--- src/rtl/conversor_binario_bcd_if.sv ---
// Bus between a binary value source and the BCD converter.
// master drives start/sinal/dado; slave returns bcd/negativo/busy/done.
interface conversor_binario_bcd_if #(
  parameter int WIDTH  = 8,
  parameter int DIGITS = 3
);
  logic                  start;
  logic                  sinal;
  logic [WIDTH-1:0]      dado;
  logic [4*DIGITS-1:0]   bcd;
  logic                  negativo;
  logic                  busy;
  logic                  done;

  modport master (
    output start, sinal, dado,
    input  bcd, negativo, busy, done
  );

  modport slave (
    input  start, sinal, dado,
    output bcd, negativo, busy, done
  );
endinterface

--- src/rtl/conversor_binario_bcd.sv ---
// Sequential binary-to-BCD converter (double dabble), WIDTH steps per value.
// Ports: clock, reset (async high), bus (slave: start/sinal/dado in; bcd/negativo/busy/done out).
module conversor_binario_bcd #(
  parameter int WIDTH  = 8,
  parameter int DIGITS = 3
) (
  input  logic clock,
  input  logic reset,
  conversor_binario_bcd_if.slave bus
);

  localparam int BW = 4 * DIGITS;
  localparam int CW = $clog2(WIDTH + 1);

  typedef enum logic [1:0] {
    IDLE  = 2'd0,
    SHIFT = 2'd1,
    DONE  = 2'd2
  } state_e;

  state_e           state_q, state_d;
  logic [BW-1:0]    scr_q, scr_d;
  logic [WIDTH-1:0] mag_q, mag_d;
  logic [CW-1:0]    cnt_q, cnt_d;
  logic             neg_q, neg_d;
  logic [BW-1:0]    bcd_q, bcd_d;
  logic             negativo_q, negativo_d;

  logic [BW-1:0]       adj;
  logic [BW+WIDTH-1:0] sh;

  // Per-nibble add-3; nibbles never carry into each other.
  always_comb begin
    adj = scr_q;
    for (int i = 0; i < DIGITS; i++) begin
      if (scr_q[4*i +: 4] >= 4'd5)
        adj[4*i +: 4] = scr_q[4*i +: 4] + 4'd3;
    end
    sh = {adj, mag_q} << 1;
  end

  always_ff @(posedge clock or posedge reset) begin
    if (reset) begin
      state_q    <= IDLE;
      scr_q      <= '0;
      mag_q      <= '0;
      cnt_q      <= '0;
      neg_q      <= 1'b0;
      bcd_q      <= '0;
      negativo_q <= 1'b0;
    end else begin
      state_q    <= state_d;
      scr_q      <= scr_d;
      mag_q      <= mag_d;
      cnt_q      <= cnt_d;
      neg_q      <= neg_d;
      bcd_q      <= bcd_d;
      negativo_q <= negativo_d;
    end
  end

  always_comb begin
    state_d    = state_q;
    scr_d      = scr_q;
    mag_d      = mag_q;
    cnt_d      = cnt_q;
    neg_d      = neg_q;
    bcd_d      = bcd_q;
    negativo_d = negativo_q;
    unique case (state_q)
      IDLE: begin
        if (bus.start) begin
          neg_d   = bus.sinal & bus.dado[WIDTH-1];
          // -2^(WIDTH-1) negates to itself, which is the
          // right magnitude read as unsigned.
          mag_d   = neg_d ? -bus.dado : bus.dado;
          scr_d   = '0;
          cnt_d   = CW'(WIDTH);
          state_d = SHIFT;
        end
      end
      SHIFT: begin
        scr_d = sh[BW+WIDTH-1:WIDTH];
        mag_d = sh[WIDTH-1:0];
        cnt_d = cnt_q - CW'(1);
        if (cnt_q == CW'(1)) begin
          bcd_d      = sh[BW+WIDTH-1:WIDTH];
          negativo_d = neg_q;
          state_d    = DONE;
        end
      end
      DONE: begin
        state_d = IDLE;
      end
      default: begin
        state_d = IDLE;
      end
    endcase
  end

  always_comb begin
    bus.bcd      = bcd_q;
    bus.negativo = negativo_q;
    bus.busy     = (state_q == SHIFT);
    bus.done     = (state_q == DONE);
  end

endmodule
--- src/flat_wrapper.sv ---
// flat-port wrapper written by rule: the top's interface ports become plain ports
module conversor_binario_bcd_flat 
#(
  parameter int WIDTH  = 8,
  parameter int DIGITS = 3
)
  (clock, reset, bus_start, bus_sinal, bus_dado, bus_bcd, bus_negativo, bus_busy, bus_done);
  conversor_binario_bcd_if #(.WIDTH(WIDTH), .DIGITS(DIGITS)) bus_i ();
  input  logic clock;
  input  logic reset;
  input wire logic [$bits(bus_i.start)-1:0] bus_start;
  input wire logic [$bits(bus_i.sinal)-1:0] bus_sinal;
  input wire logic [$bits(bus_i.dado)-1:0] bus_dado;
  output wire logic [$bits(bus_i.bcd)-1:0] bus_bcd;
  output wire logic [$bits(bus_i.negativo)-1:0] bus_negativo;
  output wire logic [$bits(bus_i.busy)-1:0] bus_busy;
  output wire logic [$bits(bus_i.done)-1:0] bus_done;
  assign bus_i.start = bus_start;
  assign bus_i.sinal = bus_sinal;
  assign bus_i.dado = bus_dado;
  assign bus_bcd = bus_i.bcd;
  assign bus_negativo = bus_i.negativo;
  assign bus_busy = bus_i.busy;
  assign bus_done = bus_i.done;
  conversor_binario_bcd #(.WIDTH(WIDTH), .DIGITS(DIGITS)) u_core (.clock(clock), .reset(reset), .bus(bus_i));
endmodule
--- config.mk ---
export PLATFORM = sky130hd
export DESIGN_NAME = conversor_binario_bcd_flat
export DESIGN_NICKNAME = d
export VERILOG_FILES = /design/src/rtl/conversor_binario_bcd_if.sv /design/src/rtl/conversor_binario_bcd.sv /design/src/flat_wrapper.sv
export SDC_FILE = /design/constraint.sdc
export NUM_CORES = 1
export LEC_CHECK = 0
export ABC_AREA = 1
export BUFFER_PORTS_ARGS = -buffer_cell sky130_fd_sc_hd__clkbuf_2
export CORE_UTILIZATION = 60
export CTS_CLUSTER_SIZE = 25
export DETAILED_ROUTE_END_ITERATION = 8
export PLACE_DENSITY = 0.85
export SYNTH_ARGS = -nofsm -noshare
export SYNTH_HDL_FRONTEND = slang
export SYNTH_SLANG_ARGS = --single-unit
--- constraint.sdc ---
create_clock -name clock -period 4.05 [get_ports clock]
set_input_delay 0.2025 -clock clock [delete_from_list [all_inputs] [get_ports clock]]
set_output_delay 0.2025 -clock clock [all_outputs]
set_load 0.02 [all_outputs]
==> results_dict.tcl <==
set metrics [dict create \
    synth_sequential_area_ratio_pct 47.9 \
    rows 21 \
    antennaDiodeCount 0 \
    grt_setup_unrepaired "false" \
    route.detailed.wl_per_inst_um 12.1 \
    dieHeight_um 61.0 \
    detail_route.wirelength_mm 4.12 \
    placed_cell_area_um2 2230 \
    timing.fmax_mhz 558 \
    synth-warning-count 0 \
    postSynthAreaPerCell_um2 7.92 \
    r2r_start "u_core.state_q[1]" \
    timing.clock.skew_ns 0.00320 \
    gp_congestion 0.822 \
    worstSetupPathType "reg -> reg" \
    synth_top_cell_by_area "dfrtp_1" \
    worst_path_largest_cell_delay_ns 0.44 \
    synth-seq-cells 40 \
    grt_start_max_net_pins 41 \
    critical_path.endpoint_type "flop" \
    worst_slew_pin_slew_ns 0.518 \
    cp_slowest_cell "nor2_4" \
    syn-cell-area_um2 2090 \
    numCtsBuffers 5 \
    post-route-util_pct 69.6 \
    hold_buffers 1 \
    path_delay_family "simple AND/OR/NAND/NOR gates" \
    post_synth_num_cell_types 21 \
    detail_route.iter0.violations 154 \
    die_w_um 61.0 \
    cts_resized 0 \
    timing.final.setup_violations 0 \
    post_cts.repair.setup_buffers 0 \
    ctsLongestPathBuffers 2 \
    hpwlAfterDp_mm 2.98 \
    path_category_of_the_worst_min_delay_check "in -> reg" \
    fin_worst_hold_slack_ns 0.118 \
    globalRouteOverflowTotal 0 \
    post_route_cell_area_um2 2320 \
    worst_ep_arrival_time_ns 2.10 \
    detail_route.drc_violations 0 \
    viasPerCell 5.28 \
    power.ir.vdd_worst_mv 0.365 \
    insertion_delay_ns 0.35 \
    cts_num_sinks 40 \
    port_buffers 26 \
    report.final.hold_viol_count 0 \
    maxCapViolations 0 \
    setup_total_negative_slack_ns 0 \
    grt_pass1_vias 1601 \
    worst_setup_path_startpoint "u_core.state_q[1]" \
    cts_root_buffer "clkbuf_4" \
    final_nets 314 \
    area_delta_synth_final_pct 11.1 \
    design.core.area_um2 3340 \
    critPathRequiredTime_ns 4.35 \
    wire_length_of_the_first_global_routing_pass_mm 6.87 \
    ant_nets 0 \
    critical_path.cell_chain "nor2_4 -> nand3_2 -> inv_2 -> nand3_1 -> nand2_1" \
    fp.dieArea_um2 3720 \
    cp_max_fo 21 \
    clk_pin_slew_worst_paths_ns 0.12 \
    global_route.usage.total_pct 25.6 \
    power.leakage_nw 1.26 \
    vias 1794 \
    cp_num_buf_inv 1 \
    layout-drive-gt1-share_pct 14.6 \
    result_of_the_run "completed" \
    net_count_after_synthesis 285 \
    antenna_found_initial 0 \
    synth_instances 264 \
    finalCritPeriodShare_pct 44.3 \
    period_minus_slack_ns 1.79 \
    firstDrtPassIters 4 \
    synth_area_leaders "dfrtp_1 48%, nand2_1 16%, nand3_1 8.1%" \
    cts_tree "yes" \
    htree_num_levels 2 \
    boundaryPins 27 \
    final_max_slew_viol_count 0 \
    yosys.area.top_type_share_pct 47.9 \
    timing.hold.worst.start "bus_dado[6]" \
    start_util_pct 62.7 \
    cellPowerDensity_nw_per_um2 804 \
    totalPowerFinal_mw 1.87 \
    slew_headroom_pct 65.4 \
    startpoint_type "flop" \
]
worst min-delay path, stage by stage:
cell and delay [ns]:
clkbuf_2 0.10, nand2_1 0.05, nand3_1 0.06, nand2_1 0.04
synth_stat cells (all sizes together):
| master | count |
|---|---|
| a21oi | 6 |
| a31oi | 1 |
| buf | 6 |
| dfrtp | 40 |
| ha | 9 |
| inv | 33 |
| nand2 | 89 |
| nand3 | 36 |
| nand4 | 2 |
| nor2 | 14 |
| o211ai | 1 |
| o21a | 2 |
| o21ai | 22 |
| o22ai | 3 |
cells by family (layout without fill, tap and decap cells):
logic type | after synthesis | in the layout | synth area share, %
AND/OR/NAND/NOR | 141 | 141 | 29.3
adder cells (fa/ha/maj) | 9 | 9 | 5.39
flip-flops | 40 | 40 | 47.9
AO/OA/AOI/OAI | 35 | 35 | 8.98
buffers and inverters | 39 | 69 | 8.50
layout by cell type (no fill, tap or decap), types with 2 or more instances in the layout:
cell      Yosys  layout
nand2_1      88      88
dfrtp_1      40      40
nand3_1      34      34
inv_1        29      29
clkbuf_2      0      26
o21ai_0      22      22
nor2_1       13      13
ha_1          9       9
a21oi_1       6       6
clkbuf_4      0       5
inv_2         4       4
o22ai_1       3       3
o21a_1        2       2
nand4_1       2       2
registers in the layout, indices dropped and copies added (netlist names):
signal / count
u_core.bus.bcd: 12
u_core.bus.negativo: 1
u_core.cnt_q: 4
u_core.mag_q: 8
u_core.neg_q: 1
u_core.scr_q: 12
u_core.state_q: 2
worst paths after layout:
path	cells past startpoint	slack, ns	to
min reg2reg	2	0.49	u_core.bus.bcd[10]
max	5	2.26	u_core.bus.bcd[9]
min	4	0.12	u_core.mag_q[6]
max reg2reg	5	2.26	u_core.bus.bcd[9]
max in group asynchronous	4	3.24	u_core.scr_q[3]
min in group asynchronous	4	0.48	u_core.cnt_q[1]
where the power goes:
group	leakage, nW	total, mW	switching, mW	internal, mW
combinational	0.725	0.898	0.603	0.295
clock	0.0412	0.263	0.134	0.129
sequential	0.498	0.707	0.121	0.586
area by class of cell:
type / count / area, um2
multi-input combinational: 185 / 912
sequential: 40 / 1000
tap: 46 / 57.6
fill: 284 / 1010
inverter: 33 / 124
clock inverter: 3 / 42.5
clock buffer: 5 / 37.5
timing repair buffer: 28 / 148
metal layers:
layer	wire length [um]	global-route usage [%]	up-vias
met2	2060	43.3	53
met1	1800	30.8	826
met5	0	0	-
met4	51	10.1	0
li1	-	-	908
met3	209	7.56	7
stage by stage:
step	setup slack, ns	std cells
6_report	2.26	340
5_1_grt	2.07	340
4_1_cts	2.27	340
3_5_place_dp	2.32	331
3_3_place_gp	2.40	331
2_1_floorplan	2.72	264
Power figures use the tool's default switching activity.
